### src/rtl/lsu_pkg.sv
// rtl/lsu_pkg.sv - shared op and state types for the load/store stack controller
package lsu_pkg;

    typedef enum logic [1:0] {
        LOAD  = 2'b00,
        STORE = 2'b01,
        PUSH  = 2'b10,
        POP   = 2'b11
    } lsu_op_e;

    typedef enum logic [1:0] {
        IDLE   = 2'b00,
        ACCESS = 2'b01,
        RESP   = 2'b10
    } lsu_state_e;

endpackage

### src/rtl/lsu_stack_ptr.sv
// rtl/lsu_stack_ptr.sv - descending stack pointer with full/empty guards
module lsu_stack_ptr
    import lsu_pkg::*;
#(
    parameter int ADDR_SIZE   = 5,
    parameter int STACK_DEPTH = 8
) (
    input  logic                 clk,
    input  logic                 rstn,
    input  logic                 push_i,
    input  logic                 pop_i,
    output logic [ADDR_SIZE-1:0] sp_o,
    output logic                 full_o,
    output logic                 empty_o
);

    localparam logic [ADDR_SIZE-1:0] BASE  = ADDR_SIZE'((2 ** ADDR_SIZE) - 1);
    localparam logic [ADDR_SIZE-1:0] LIMIT = ADDR_SIZE'((2 ** ADDR_SIZE) - 1 - STACK_DEPTH);

    logic [ADDR_SIZE-1:0] sp_q;
    logic [ADDR_SIZE-1:0] sp_d;

    assign full_o  = (sp_q == LIMIT);
    assign empty_o = (sp_q == BASE);
    assign sp_o    = sp_q;

    // Guards keep the pointer inside the stack region even if a strobe slips through
    always_comb begin
        sp_d = sp_q;
        if (push_i && !full_o) begin
            sp_d = sp_q - ADDR_SIZE'(1);
        end else if (pop_i && !empty_o) begin
            sp_d = sp_q + ADDR_SIZE'(1);
        end
    end

    always_ff @(posedge clk) begin
        if (!rstn) begin
            sp_q <= BASE;
        end else begin
            sp_q <= sp_d;
        end
    end

endmodule

### src/rtl/lsu_stack_ctrl.sv
// rtl/lsu_stack_ctrl.sv - load/store/push/pop front-end for the data memory
// Optional macro LSU_ERR_STICKY_EN adds the err_sticky output.
module lsu_stack_ctrl
    import lsu_pkg::*;
#(
    parameter int DATA_SIZE   = 8,
    parameter int ADDR_SIZE   = 5,
    parameter int STACK_DEPTH = 8
) (
    input  logic                 clk,
    input  logic                 rstn,
    input  logic                 req_valid,
    output logic                 req_ready,
    input  logic [1:0]           req_op,
    input  logic [ADDR_SIZE-1:0] req_addr,
    input  logic [DATA_SIZE-1:0] req_wdata,
    output logic                 rsp_valid,
    input  logic                 rsp_ready,
    output logic [DATA_SIZE-1:0] rsp_data,
    output logic                 rsp_err,
    output logic [ADDR_SIZE-1:0] sp,
    output logic                 mem_w,
    output logic [ADDR_SIZE-1:0] mem_addr,
    output logic [DATA_SIZE-1:0] mem_wdata,
    input  logic [DATA_SIZE-1:0] mem_rdata
`ifdef LSU_ERR_STICKY_EN
    ,
    output logic                 err_sticky
`endif
);

    lsu_state_e           state_q;
    lsu_op_e              op_q;
    logic                 err_q;
    logic                 mem_w_q;
    logic [ADDR_SIZE-1:0] mem_addr_q;
    logic [DATA_SIZE-1:0] mem_wdata_q;
    logic                 rsp_valid_q;
    logic [DATA_SIZE-1:0] rsp_data_q;
    logic                 rsp_err_q;

    lsu_op_e              req_op_e;
    logic [ADDR_SIZE-1:0] eff_addr_d;
    logic                 acc_err_d;
    logic                 sp_full;
    logic                 sp_empty;
    logic                 sp_push;
    logic                 sp_pop;

    assign req_op_e = lsu_op_e'(req_op);

    always_comb begin
        eff_addr_d = req_addr;
        case (req_op_e)
            PUSH:    eff_addr_d = sp;
            POP:     eff_addr_d = sp + ADDR_SIZE'(1);
            default: eff_addr_d = req_addr;
        endcase
    end

    assign acc_err_d = ((req_op_e == PUSH) && sp_full) || ((req_op_e == POP) && sp_empty);

    // Pointer moves on the edge that ends ACCESS, together with the memory write/read
    assign sp_push = (state_q == ACCESS) && (op_q == PUSH) && !err_q;
    assign sp_pop  = (state_q == ACCESS) && (op_q == POP) && !err_q;

    lsu_stack_ptr #(
        .ADDR_SIZE   (ADDR_SIZE),
        .STACK_DEPTH (STACK_DEPTH)
    ) u_stack_ptr (
        .clk     (clk),
        .rstn    (rstn),
        .push_i  (sp_push),
        .pop_i   (sp_pop),
        .sp_o    (sp),
        .full_o  (sp_full),
        .empty_o (sp_empty)
    );

    always_ff @(posedge clk) begin
        if (!rstn) begin
            state_q     <= IDLE;
            op_q        <= LOAD;
            err_q       <= 1'b0;
            mem_w_q     <= 1'b0;
            mem_addr_q  <= '0;
            mem_wdata_q <= '0;
            rsp_valid_q <= 1'b0;
            rsp_data_q  <= '0;
            rsp_err_q   <= 1'b0;
        end else begin
            case (state_q)
                IDLE: begin
                    if (req_valid) begin
                        op_q        <= req_op_e;
                        err_q       <= acc_err_d;
                        mem_addr_q  <= eff_addr_d;
                        mem_wdata_q <= req_wdata;
                        mem_w_q     <= ((req_op_e == STORE) || (req_op_e == PUSH)) && !acc_err_d;
                        state_q     <= ACCESS;
                    end
                end
                ACCESS: begin
                    mem_w_q     <= 1'b0;
                    rsp_valid_q <= 1'b1;
                    rsp_err_q   <= err_q;
                    rsp_data_q  <= (((op_q == LOAD) || (op_q == POP)) && !err_q) ? mem_rdata : '0;
                    state_q     <= RESP;
                end
                RESP: begin
                    if (rsp_ready) begin
                        rsp_valid_q <= 1'b0;
                        state_q     <= IDLE;
                    end
                end
                default: state_q <= IDLE;
            endcase
        end
    end

    assign req_ready = rstn && (state_q == IDLE);
    assign mem_w     = rstn && mem_w_q;
    assign mem_addr  = mem_addr_q;
    assign mem_wdata = mem_wdata_q;
    assign rsp_valid = rsp_valid_q;
    assign rsp_data  = rsp_data_q;
    assign rsp_err   = rsp_err_q;

`ifdef LSU_ERR_STICKY_EN
    logic err_sticky_q;

    always_ff @(posedge clk) begin
        if (!rstn) begin
            err_sticky_q <= 1'b0;
        end else if ((state_q == ACCESS) && err_q) begin
            err_sticky_q <= 1'b1;
        end
    end

    assign err_sticky = err_sticky_q;
`endif

endmodule

### config.mk
export PLATFORM = sky130hd
export DESIGN_NAME = lsu_stack_ctrl
export DESIGN_NICKNAME = d
export VERILOG_FILES = /design/src/rtl/lsu_pkg.sv /design/src/rtl/lsu_stack_ptr.sv /design/src/rtl/lsu_stack_ctrl.sv
export SDC_FILE = /design/constraint.sdc
export NUM_CORES = 1
export LEC_CHECK = 0
export ABC_CLOCK_PERIOD_IN_PS = 2000
export BUFFER_PORTS_ARGS = -buffer_cell sky130_fd_sc_hd__buf_2
export CORE_UTILIZATION = 40
export CTS_BUF_LIST = sky130_fd_sc_hd__clkbuf_8 sky130_fd_sc_hd__clkbuf_16
export CTS_CLUSTER_SIZE = 12
export DETAILED_ROUTE_END_ITERATION = 8
export PLACE_DENSITY = 0.78
export SYNTH_ARGS = -nofsm -noshare
export SYNTH_HDL_FRONTEND = slang
export SYNTH_SLANG_ARGS = --single-unit
### constraint.sdc
create_clock -name clk -period 2 [get_ports clk]
set_input_delay 0.3 -clock clk [delete_from_list [all_inputs] [get_ports clk]]
set_output_delay 0.3 -clock clk [all_outputs]
set_load 0.01 [all_outputs]
==> results.ini <==
[yosys]
synth-seq-cells = 34
synth-warning-count = 0
syn_nets = 222
synthCells = 188
synth_edf_count = 0
syn_area_um2 = 1620
synth_ff_type = dfxtp_1
ys_async_sr_fraction_pct = 0
yosysSeqAreaShare_pct = 41.9
avgSynthCellArea_um2 = 8.64
synth_cell_types = 36

[worst_setup_path]
setup.worst_path.end = u_stack_ptr.sp_o[3]$_SDFFE_PN1P_
startpoint_type = flop
required_ns = 2.20
slowest_stage = dfxtp_1
crit_path_max_incr_delay_ns = 0.37
path_cells = ha_1 > and3_1 > ha_1 > nand3b_1 > and4b_1 > a311oi_1
timing.rr.end = u_stack_ptr.sp_o[3]$_SDFFE_PN1P_
path_depth = 6
reg2reg_setup_slack_ns = 0.17
ff2ff_path_depth = 6
cp_data_arrival_time_ns = 2.03
cp_top_family = simple AND/OR/NAND/NOR gates
crit_fanout = 6
cp_common_cell = ha_1
endpoint_kind = flop
crit_type = reg -> reg
crit_start = u_stack_ptr.sp_o[0]$_SDFFE_PN1P_
path_buf_inv = 0
r2r_start = u_stack_ptr.sp_o[0]$_SDFFE_PN1P_

[clock_tree]
cts.root.buffer_cell = clkbuf_8
cts_resized = 0
holdBufCountCts = 0
htreeDepth = 2
cts_tree = built
cts_max_path_buffers = 2
post-cts-setup-buffer-count = 0
insertion_delay_ns = 0.29
clock_sinks = 34
clk_pin_slew_ns = 0.07
cts_buffers = 5

[sta]
fin_crit_sh_pct = 91.4
period_needed_ns = 1.83
tns_ns = 0
drv_slew = 0
whs_ns = 0.249
timing_worst_slew_pin_value_ns = 0.519
max_freq_mhz = 547
grt_setup_unrepaired = no
hold_viol = 0
relSlewSlack_pct = 65.2
fin_worst_skew_ns = 0.00467
finalSetupViolCount = 0

[min_path]
hp-class = in -> reg

[floorplanning]
io_pins = 57
die_h_um = 65.7
design.die.area_um2 = 4320
design.core.area_um2 = 3770
dieWidth_um = 65.7
rows = 22
start_util_pct = 43.1

[placed_design]
port_buffers = 56
dp_cells = 286
place_hpwl_um = 2660
place_area_um2 = 1960
place_congestion = 0.832

[global_route]
grt_max_degree = 24
grt_pass1_vias = 1352
antenna_found_initial = 0
grt_pass1_wl_um = 5780
gr-total-overflow = 0
grt_use_total_pct = 17.5

[route]
drt-initial-drc-count = 50
firstDrtPassIters = 4
drt_wl_total_um = 3640
vias = 1513
drc_errors = 0
viasPerCell = 5.15
wl_per_cell_um = 12.4
ant_nets = 0

[cells_and_area]
antenna_cells = 0
drive_gt1_share_pct = 29.7
n_fill_cell = 348
seqCellArea_um2 = 681
mostFrequentLayoutCells = buf_2, dfxtp_1, nand2_1, a21boi_0
final_common_cell = buf_2
multi_input_area_um2 = 872
nets = 279
finalNonFillerCells = 294
areaGrowthSynthToFinish_pct = 26.3
final_area_um2 = 2050

[status]
outcome = completed

[power_and_ir_drop]
peakVddDrop_uv = 564
p_per_area_nw_per_um2 = 724
p_leak_nw = 0.949

[flow_run]
cap_violations = 0

==> sequential cells by signal, indices dropped and copies added (netlist names) <==
register,cells
mem_wdata,8
u_stack_ptr.sp_o,5
err_q,1
rsp_valid,1
state_q,2
op_q,2
mem_w_q,1
mem_addr,5
rsp_data,8
rsp_err,1
==> worst register-to-register path, delay by kind of cell (launching register included) <==
family                     cells  cell delay (ns)
adders and majority gates      2             0.49
and+or+nand+nor                3             0.71
DFF                            1             0.37
AOI/OAI and AO/OA              1             0.18
==> worst min path at each step <==
stage	from	to	slack, ns	cells after the start
after CTS	req_addr[4]	mem_addr[4]$_SDFFE_PN0P_	0.25	3
after global routing	req_addr[4]	mem_addr[4]$_SDFFE_PN0P_	0.26	3
after floorplan	req_addr[1]	mem_addr[1]$_SDFFE_PN0P_	0.44	2
final	req_addr[4]	mem_addr[4]$_SDFFE_PN0P_	0.25	3
after detailed placement	mem_addr[0]$_SDFFE_PN0P_	mem_addr[0]$_SDFFE_PN0P_	0.45	2
after global placement	mem_wdata[4]$_SDFFE_PN0P_	mem_wdata[4]$_SDFFE_PN0P_	0.45	2
==> per-stage QoR <==
stage / setup slack (ns) / power, mW / utilization, %
2_1_floorplan: 0.305 / 0.882 / -
3_3_place_gp: 0.245 / 0.969 / 51.9
3_5_place_dp: 0.204 / 0.973 / 51.9
4_1_cts: 0.189 / 1.50 / 54.4
5_1_grt: 0.0605 / 1.56 / 54.4
6_report: 0.172 / 1.49 / 54.4
==> cell type report <==
type | count | share of cell area (%)
clock buffers | 6 | 4.02
clock inverters | 2 | 0.610
inverters | 9 | 1.65
multi-input cells | 135 | 42.5
flip-flops and latches | 34 | 33.2
well taps | 48 | 2.93
repair buffers | 60 | 15.1
==> per-layer routing <==
layer / share of wire [%] / up-vias / track usage [%]
met5: 0 / - / 0
met4: 1.5 / 0 / 7.07
met3: 7.7 / 5 / 7.29
met2: 46 / 47 / 28.2
met1: 45 / 688 / 20.1
li1: - / 773 / -
==> report_power, final <==
part / leakage [nW] / switching, mW / internal (mW)
combinational: 0.624 / 0.116 / 0.0994
clock: 0.0472 / 0.252 / 0.276
sequential: 0.278 / 0.0250 / 0.716
total: 0.949 / 0.393 / 1.09
==> cell usage after synthesis (3+ instances only) <==
cell	count	area [um^2]
clkbuf_1	10	37.5
nor3b_1	3	22.5
dfxtp_1	34	681
and2_1	3	18.8
ha_1	7	87.6
nor2b_1	11	68.8
a21oi_1	11	55.1
a22oi_1	9	67.6
a21boi_0	12	90.1
mux2i_1	3	30.0
inv_1	9	33.8
o21ai_0	6	30.0
nor2_1	7	26.3
a221oi_1	3	26.3
nand2_1	32	120
==> kinds of logic (layout without fill, tap and decap cells) <==
group | count (synthesis) | in the layout | synth area share (%)
AOI/OAI and AO/OA | 50 | 50 | 21.3
and+or+nand+nor | 73 | 73 | 24.0
xor gates and xnor gates | 1 | 1 | 0.539
adders and majority gates | 7 | 7 | 5.39
buffers and inverters | 19 | 77 | 4.39
DFF | 34 | 34 | 41.9
muxes | 4 | 4 | 2.54
Power figures use the tool's default switching activity.
